File: src/rtl/datapath_pkg.sv
// datapath_pkg: shared opcode and FSM encodings for the datapath register file.
//   op_e    : instruction opcodes (3 bits)
//   state_e : control FSM states (IDLE, MUL)
package datapath_pkg;

  typedef enum logic [2:0] {
    OP_PASSB = 3'd0,
    OP_NOTA  = 3'd1,
    OP_ADD   = 3'd2,
    OP_SUB   = 3'd3,
    OP_AND   = 3'd4,
    OP_OR    = 3'd5,
    OP_XOR   = 3'd6,
    OP_MUL   = 3'd7
  } op_e;

  typedef enum logic {
    ST_IDLE = 1'b0,
    ST_MUL  = 1'b1
  } state_e;

endpackage

File: src/rtl/datapath_alu.sv
// datapath_alu: combinational single-cycle ALU.
//   a, b   : operands (WIDTH)
//   op     : opcode; OP_MUL is not handled here and yields result=0, carry=0
//   result : operation result, modulo 2^WIDTH
//   carry  : ADD carry-out, SUB borrow (a<b), 0 for logic ops
module datapath_alu
  import datapath_pkg::*;
#(
  parameter int WIDTH = 8
) (
  input  logic [WIDTH-1:0] a,
  input  logic [WIDTH-1:0] b,
  input  op_e              op,
  output logic [WIDTH-1:0] result,
  output logic             carry
);

  always_comb begin
    result = '0;
    carry  = 1'b0;
    case (op)
      OP_PASSB: result = b;
      OP_NOTA:  result = ~a;
      OP_ADD:   {carry, result} = {1'b0, a} + {1'b0, b};
      OP_SUB: begin
        result = a - b;
        carry  = (a < b);
      end
      OP_AND:   result = a & b;
      OP_OR:    result = a | b;
      OP_XOR:   result = a ^ b;
      default:  ; // multiply runs in the sequential unit
    endcase
  end

endmodule

File: src/rtl/datapath_rf.sv
// datapath_rf: register file with single-cycle ALU ops and a WIDTH-cycle
// shift-and-add multiplier.
//   clk, rst_n        : clock, async active-low reset
//   go                : start an instruction (ignored while busy)
//   op_sel            : opcode (see datapath_pkg::op_e)
//   dst, src_a, src_b : register indices
//   imm, imm_sel      : immediate and B-operand select (1 = imm)
//   dbg_addr/dbg_data : combinational register read port
//   busy              : multiply in progress
//   done              : one-cycle pulse after each register write
//   zero, carry       : flags of the last written result
module datapath_rf
  import datapath_pkg::*;
#(
  parameter  int WIDTH = 8,
  parameter  int NREGS = 4,
  localparam int AW    = $clog2(NREGS)
) (
  input  logic             clk,
  input  logic             rst_n,
  input  logic             go,
  input  logic [2:0]       op_sel,
  input  logic [AW-1:0]    dst,
  input  logic [AW-1:0]    src_a,
  input  logic [AW-1:0]    src_b,
  input  logic [WIDTH-1:0] imm,
  input  logic             imm_sel,
  input  logic [AW-1:0]    dbg_addr,
  output logic [WIDTH-1:0] dbg_data,
  output logic             busy,
  output logic             done,
  output logic             zero,
  output logic             carry
);

  // Counter only needs to hold WIDTH-1.
  localparam int CW = $clog2(WIDTH);

  logic [NREGS-1:0][WIDTH-1:0] regs;
  state_e                      state, state_nxt;
  logic [CW-1:0]               cnt;
  logic [2*WIDTH-1:0]          acc, mcand, acc_nxt;
  logic [WIDTH-1:0]            mplier;
  logic [AW-1:0]               mul_dst;

  op_e              op;
  logic [WIDTH-1:0] a_val, b_val, alu_res;
  logic             alu_c, start, mul_last;

  assign op       = op_e'(op_sel);
  assign a_val    = regs[src_a];
  assign b_val    = imm_sel ? imm : regs[src_b];
  assign dbg_data = regs[dbg_addr];
  assign busy     = (state == ST_MUL);
  assign start    = go && (state == ST_IDLE);
  assign mul_last = (state == ST_MUL) && (cnt == '0);
  // One multiplier bit per busy cycle; the last step is written straight
  // from acc_nxt so the write lands on the edge ending the last busy cycle.
  assign acc_nxt  = acc + (mplier[0] ? mcand : '0);

  datapath_alu #(.WIDTH(WIDTH)) u_alu (
    .a      (a_val),
    .b      (b_val),
    .op     (op),
    .result (alu_res),
    .carry  (alu_c)
  );

  always_ff @(posedge clk or negedge rst_n) begin
    if (!rst_n) state <= ST_IDLE;
    else        state <= state_nxt;
  end

  always_comb begin
    state_nxt = state;
    case (state)
      ST_IDLE: if (start && op == OP_MUL) state_nxt = ST_MUL;
      ST_MUL:  if (mul_last)              state_nxt = ST_IDLE;
      default: state_nxt = ST_IDLE;
    endcase
  end

  always_ff @(posedge clk or negedge rst_n) begin
    if (!rst_n) begin
      regs    <= '0;
      zero    <= 1'b0;
      carry   <= 1'b0;
      done    <= 1'b0;
      cnt     <= '0;
      acc     <= '0;
      mcand   <= '0;
      mplier  <= '0;
      mul_dst <= '0;
    end else begin
      done <= 1'b0;
      if (start) begin
        if (op == OP_MUL) begin
          acc     <= '0;
          mcand   <= {{WIDTH{1'b0}}, a_val};
          mplier  <= b_val;
          mul_dst <= dst;
          cnt     <= CW'(WIDTH - 1);
        end else begin
          regs[dst] <= alu_res;
          zero      <= (alu_res == '0);
          carry     <= alu_c;
          done      <= 1'b1;
        end
      end else if (state == ST_MUL) begin
        acc    <= acc_nxt;
        mcand  <= mcand << 1;
        mplier <= mplier >> 1;
        if (mul_last) begin
          regs[mul_dst] <= acc_nxt[WIDTH-1:0];
          zero          <= (acc_nxt[WIDTH-1:0] == '0);
          carry         <= |acc_nxt[2*WIDTH-1:WIDTH];
          done          <= 1'b1;
        end else begin
          cnt <= cnt - 1'b1;
        end
      end
    end
  end

endmodule

File: config.mk
export PLATFORM = sky130hd
export DESIGN_NAME = datapath_rf
export DESIGN_NICKNAME = d
export VERILOG_FILES = /design/src/rtl/datapath_pkg.sv /design/src/rtl/datapath_alu.sv /design/src/rtl/datapath_rf.sv
export SDC_FILE = /design/constraint.sdc
export NUM_CORES = 1
export LEC_CHECK = 0
export CAP_MARGIN = 15
export CELL_PAD_IN_SITES_DETAIL_PLACEMENT = 1
export CELL_PAD_IN_SITES_GLOBAL_PLACEMENT = 1
export CORE_MARGIN = 5
export CORE_UTILIZATION = 48
export DETAILED_ROUTE_END_ITERATION = 8
export PLACE_DENSITY = 0.82
export SLEW_MARGIN = 40
export SYNTH_ARGS = -nofsm -noshare
export SYNTH_HDL_FRONTEND = slang
export SYNTH_SLANG_ARGS = --single-unit
File: constraint.sdc
create_clock -name clk -period 8.4 [get_ports clk]
set_clock_uncertainty 0.15 [all_clocks]
set_input_delay 1.26 -clock clk [delete_from_list [all_inputs] [get_ports clk]]
set_output_delay 1.26 -clock clk [all_outputs]
set_load 0.1 [all_outputs]
==> results.yml, run 1 <==
global_routing:
  first_global_vias: 5927
  grt_first_pass_wirelength_um: 32400
  grt.overflow.total: 0
  antenna_found_initial: 0
  grt_max_degree: 82
  grt_usage_pct: 27.6
routing:
  wl_per_cell_um: 22.9
  vias_per_cell: 6.49
  drt_pass1_iterations: 5
  postRouteAntennaNets: 0
  routed_wirelength_um: 20500
  vias: 5797
  drt_iter0_markers: 556
  wl_met1_um: 8600
  wl_met2_um: 10100
  wl_met3_um: 1270
  top_layer: "met4"
  drc: 0
clocking:
  cts_htree_levels: 3
  clock_latency_ps: 360
  cts_root_buffer: "clkbuf_16"
  ctsResizeCount: 0
  cts_buffer_depth: 2
  cts_tree: "built"
  cts_setup_buffers: 0
  ctsHoldBuffers: 0
  cts.reportedPaths.clkPinSlew_ps: 60
  cts.sinks: 81
  cts-buffers-inserted: 9
placement:
  hpwlAfterDp_um: 14700
  place.gp.congestion: 0.946
  dp.cells: 878
  io_buffers: 34
floorplan:
  initial_core_util_pct: 49.2
  die_w_um: 124
  pin_count: 35
  die_area_um2: 15400
  rows: 41
  fp.dieH_um: 124
  core_um2: 12700
sta:
  hold_viol: 0
  hold_ws_ps: 343
  rsz0062_at_grt: "false"
  fin_crit_ps: 5320
  fmax_ghz: 0.188
  tns_ps: 0
  tightest_slew_ps: 821
  fin_crit_sh_pct: 63.3
  maxSlewViolCount: 0
  slew_headroom_pct: 44.9
  setup_viol: 0
setup_path:
  critPathKind: "in2reg"
  r2r_cells: 11
  r2r_slack_ps: 4530
  worstPathArrival_ps: 5390
  required_ps: 8470
  end_kind: "register"
  cp_max_fo: 8
  worstSetupStartpointType: "primary input"
hold_path:
  holdCritPathClass: "reg2reg"
  holdPathStages: 2
synthesis:
  ys_seq_area_share_pct: 32.5
  synth.avg_cell_area_um2: 8.86
  ys_ff_latch: 81
  synthFlopType: "dfrtp_1"
  yosys_warnings: 0
  synth.net_count: 771
  syn-cell-area_um2: 6240
  synth_edf_count: 0
  synthCells: 704
  ys_types: 72
  async_flop_share_pct: 100
power_and_ir_drop:
  ir_drop_v: 0.000227
  p_leak_nw: 3.11
  power_density_nw_per_um2: 367
layout:
  area_growth_pct: 11.9
  n_antenna_cell: 0
  nets: 784
  drive_gt1_share_pct: 10.4
  final_util_pct: 55.1
  layout_commonest_cell: "nand2_1"
  final_cell_mix: "nand2_1 (109), dfrtp_1 (80), o21ai_0 (69), ha_1 (41), a21oi_1 (36)"
  fin_cells: 893
flow_run:
  maxCapViolations: 0
outcome:
  status: "complete, no violations"
==> path summary, 6_finish.rpt <==
| kind | start | to |
|---|---|---|
| worst min register to register | mplier[3]$_DFFE_PN0P_ | mplier[2]$_DFFE_PN0P_ |
| worst max-delay path | src_b[0] | carry$_DFFE_PN0P_ |
| max in group asynchronous | rst_n | busy$_DFF_PN0_ |
| worst max register to register | regs[27]$_DFFE_PN0P_ | carry$_DFFE_PN0P_ |
| min in group asynchronous | rst_n | cnt[0]$_DFFE_PN0P_ |
| worst min-delay path | mplier[3]$_DFFE_PN0P_ | mplier[2]$_DFFE_PN0P_ |
==> kinds of logic (layout without fill, tap and decap cells) <==
group           count (synthesis)  in the layout  synth area share (%)
mux                            41             41                  11.5
compound gates                211            211                  22.0
fa+ha+maj                      44             44                  9.19
buf+inv                        66             83                  4.13
simple gates                  243            243                  18.2
xor+xnor                       18             18                  2.53
flops                          81             81                  32.5
==> sequential cells by signal, indices dropped and copies added (netlist names) <==
register	flops
acc	16
busy	1
carry	1
cnt	3
done	1
mcand	16
mplier	8
mul_dst	2
regs	32
zero	1
==> critical path: stages <==
cell and delay, ps:
clkdlybuf4s50_1 860, mux4_2 600, mux2i_1 520, ha_1 450, o21ai_0 280, a21oi_1 120
o22a_1 230, a41o_1 240, a31oi_1 240, nand4_1 130, nor4b_1 320, a31oi_1 150
==> cells in the mapped netlist (3+ instances only) <==
master    count  area, um^2
nand2_1     110         413
dfrtp_1      81        2030
o21ai_0      69         345
ha_1         41         513
a21oi_1      36         180
nor2_1       35         131
clkbuf_1     26        97.6
inv_1        26        97.6
mux4_2       24         541
and2_1       20         125
nor3_1       17        85.1
mux2i_1      16         160
a22oi_1      14         105
nand3_1      14        70.1
o22ai_1      14        87.6
o21ai_1      10        50.1
o221ai_1     10        87.6
a21o_1        9        67.6
nand2b_1      9        56.3
nor2b_1       9        56.3
xnor2_1       9        78.8
xor2_1        9        78.8
buf_1         8        30.0
and3_1        7        43.8
a22o_1        6        52.6
a211oi_1      4        30.0
a31oi_1       4        25.0
or3_1         4        25.0
fa_1          3        60.1
nor4_1        3        18.8
o31a_1        3        26.3
or2_2         3        18.8
==> power by group <==
part	internal (W)	switching [W]	total, W
clock network	0.000297	0.000174	0.000471
logic	0.000466	0.000889	0.00135
registers	0.000546	0.000188	0.000735
total	0.00131	0.00125	0.00256
==> layout make-up <==
class / instances / area (um^2)
Fill cell: 1516 / 5690
Multi-Input combinational cell: 557 / 3960
Sequential cell: 81 / 2030
Timing Repair Buffer: 39 / 329
Clock buffer: 10 / 239
Tap cell: 172 / 215
Inverter: 29 / 109
Clock inverter: 5 / 104
==> layer usage <==
| metal | GRT usage [%] | vias to the layer above |
|---|---|---|
| met5 | 0 | - |
| met4 | 8.62 | 0 |
| met3 | 5.22 | 44 |
| met2 | 46.0 | 221 |
| met1 | 36.5 | 2934 |
| li1 | - | 2598 |
==> per-stage QoR <==
step / worst slack, ps / area, um^2 / total power [W]
finish: 3080 / 6980 / 0.00256
global route: 2820 / 6980 / 0.00272
CTS: 3080 / 6980 / 0.00255
detailed placement: 2740 / 6640 / 0.00207
global placement: 2940 / 6670 / 0.00202
floorplan: 4170 / 6240 / 0.00169
Power figures use the tool's default switching activity.
==> inputs of run 2 (changes only) <==
--- a/config.mk
+++ b/config.mk
@@ -9,9 +9,9 @@
 export CELL_PAD_IN_SITES_DETAIL_PLACEMENT = 1
 export CELL_PAD_IN_SITES_GLOBAL_PLACEMENT = 1
 export CORE_MARGIN = 5
-export CORE_UTILIZATION = 48
+export CORE_UTILIZATION = 47
 export DETAILED_ROUTE_END_ITERATION = 8
-export PLACE_DENSITY = 0.82
+export PLACE_DENSITY = 0.8
 export SLEW_MARGIN = 40
 export SYNTH_ARGS = -nofsm -noshare
 export SYNTH_HDL_FRONTEND = slang
==> constraint.sdc (replaced) <==
create_clock -name clk -period 5.35 [get_ports clk]
set_clock_uncertainty 0.15 [all_clocks]
set_input_delay 0.8025 -clock clk [delete_from_list [all_inputs] [get_ports clk]]
set_output_delay 0.8025 -clock clk [all_outputs]
set_load 0.1 [all_outputs]
==> results.yml, run 2 (synthesis gave the netlist of run 1 again) <==
sta:
  fin_ws_ps: 659
  tns_ps: 0
  tightest_slew_ps: 860
  maxSlewViolCount: 0
  fin_crit_ps: 4690
  setup_viol: 0
  rsz0062_at_grt: "false"
  hold_viol: 0
  fin_crit_sh_pct: 87.7
  fmax_ghz: 0.213
  hold_ws_ps: 332
  slew_headroom_pct: 42.3
floorplan:
  fp.dieH_um: 125
  pin_count: 35
  core_um2: 13100
  rows: 42
  die_area_um2: 15700
  initial_core_util_pct: 47.5
  die_w_um: 125
layout:
  drive_gt1_share_pct: 11.0
  nets: 789
  final_cell_mix: "nand2_1 (109), dfrtp_1 (80), o21ai_0 (69), ha_1 (41), a21oi_1 (36)"
  largest_reg_flops: 32
  layout_commonest_cell: "nand2_1"
  regMostFlops: "regs"
  final_util_pct: 53.3
  area_growth_pct: 12.3
  largest_registers: "regs (32), acc (16), mcand (16)"
  n_antenna_cell: 0
flow_run:
  maxCapViolations: 0
power_and_ir_drop:
  switching_power_w: 0.00198
  power_density_nw_per_um2: 573
  switching_share_pct: 49.4
  ir_drop_v: 0.000306
  pwr-share-comb_pct: 54.3
  seq_power_share_pct: 28.2
  p_int_w: 0.00203
  p_leak_nw: 3.12
  pwr-share-clk_pct: 17.5
clocking:
  cts_htree_levels: 3
  cts_setup_buffers: 0
  cts_tree: "built"
  cts_root_buffer: "clkbuf_16"
  ctsResizeCount: 0
  cts-buffers-inserted: 9
  cts_buffer_depth: 2
  cts.sinks: 81
  cts.reportedPaths.clkPinSlew_ps: 70
  clock_latency_ps: 350
  ctsHoldBuffers: 0
routing:
  postRouteAntennaNets: 0
  drt_pass1_iterations: 5
  routed_wirelength_um: 20600
  vias_per_cell: 6.37
  drt_iter0_markers: 512
  vias: 5751
  wl_per_cell_um: 22.8
  drc: 0
setup_path:
  crit_top_cell: "a21oi_1"
  end_kind: "register"
  critPathKind: "in2reg"
  crit_family: "compound AO/OA/AOI/OAI gates"
  path_buf_inv: 1
  required_ps: 5410
  slowest_stage: "clkdlybuf4s50_1"
  worstPathArrival_ps: 4750
  path_cells: "clkdlybuf4s50_1 > mux4_2 > mux2i_1 > ha_1 > nand2b_1 > a21oi_1 > nor2_1 > o31a_1 > a221o_1 > a21oi_1 > or2_1 > o221ai_1"
  critPathMaxStageDelay_ps: 850
  cp_max_fo: 8
  worstSetupStartpointType: "primary input"
global_routing:
  first_global_vias: 5924
  grt_first_pass_wirelength_um: 33000
  antenna_found_initial: 0
  grt_max_degree: 82
  grt.overflow.total: 0
  grt_usage_pct: 26.5
placement:
  place.gp.congestion: 0.976
  io_buffers: 34
  pre_cts_slack_ps: 313
  hpwlAfterDp_um: 15000
outcome:
  status: "complete, no violations"
hold_path:
  holdCritPathClass: "in2async"
==> run 2: cell types whose count changed in the layout (fill, tap and decap cells not counted) <==
cell	delta
clkinvlp_4	+1
inv_8	+1
clkinv_2	-1
dfrtp_4	-1
clkbuf_1	+1
bufinv_16	-1
buf_4	+6
dfrtp_2	+1
buf_8	-1
==> run 2: per-layer routing <==
metal,track usage [%],part of all wire [%]
met2,43.3,48
met5,0,0
met1,35.8,43
met4,9.12,2.6
met3,4.56,5.8
==> run 2: path summary, 6_finish.rpt <==
kind / start / end / slack [ps] / depth (start not counted)
setup / recovery: src_b[0] / regs[6]$_DFFE_PN0P_ / 660 / 12
setup reg to reg: busy$_DFF_PN0_ / regs[17]$_DFFE_PN0P_ / 1620 / 8
min in group clk: acc[13]$_DFFE_PN0P_ / acc[13]$_DFFE_PN0P_ / 350 / 2
hold reg to reg: acc[13]$_DFFE_PN0P_ / acc[13]$_DFFE_PN0P_ / 350 / 2
hold / removal: rst_n / busy$_DFF_PN0_ / 330 / 1
max in group asynchronous: rst_n / regs[2]$_DFFE_PN0P_ / 4230 / 1
==> run 2: power groups by stage <==
stage                     sequential, W  clock (W)  combinational, W
after floorplan                 0.00109          0           0.00156
after global placement          0.00111          0           0.00210
after detailed placement        0.00113          0           0.00215
after CTS                       0.00112   0.000709           0.00216
after global routing            0.00117   0.000736           0.00236
final                           0.00113   0.000700           0.00218
==> run 2: final cells by class <==
class                      count  area, um^2
tap                          176         220
sequential                    81        2030
multi-input combinational    557        3960
clock buffer                  11         243
fill                        1537        6130
inverter                      29         109
timing repair buffer          44         359
clock inverter                 5        87.6
==> run 2: metrics by stage <==
| step | cells | instance area [um^2] | total power (W) |
|---|---|---|---|
| floorplan | 704 | 6240 | 0.00265 |
| global placement | 887 | 6720 | 0.00321 |
| detailed placement | 887 | 6670 | 0.00328 |
| CTS | 903 | 7000 | 0.00400 |
| global route | 903 | 7000 | 0.00426 |
| finish | 903 | 7000 | 0.00401 |
==> inputs of run 3 (changes only) <==
--- a/config.mk
+++ b/config.mk
@@ -5,7 +5,7 @@
 export SDC_FILE = /design/constraint.sdc
 export NUM_CORES = 1
 export LEC_CHECK = 0
-export CAP_MARGIN = 15
+export CAP_MARGIN = 20
 export CELL_PAD_IN_SITES_DETAIL_PLACEMENT = 1
 export CELL_PAD_IN_SITES_GLOBAL_PLACEMENT = 1
 export CORE_MARGIN = 5
==> results of run 3 <==
The final DEF is identical to that of run 2; final timing and power are the same.
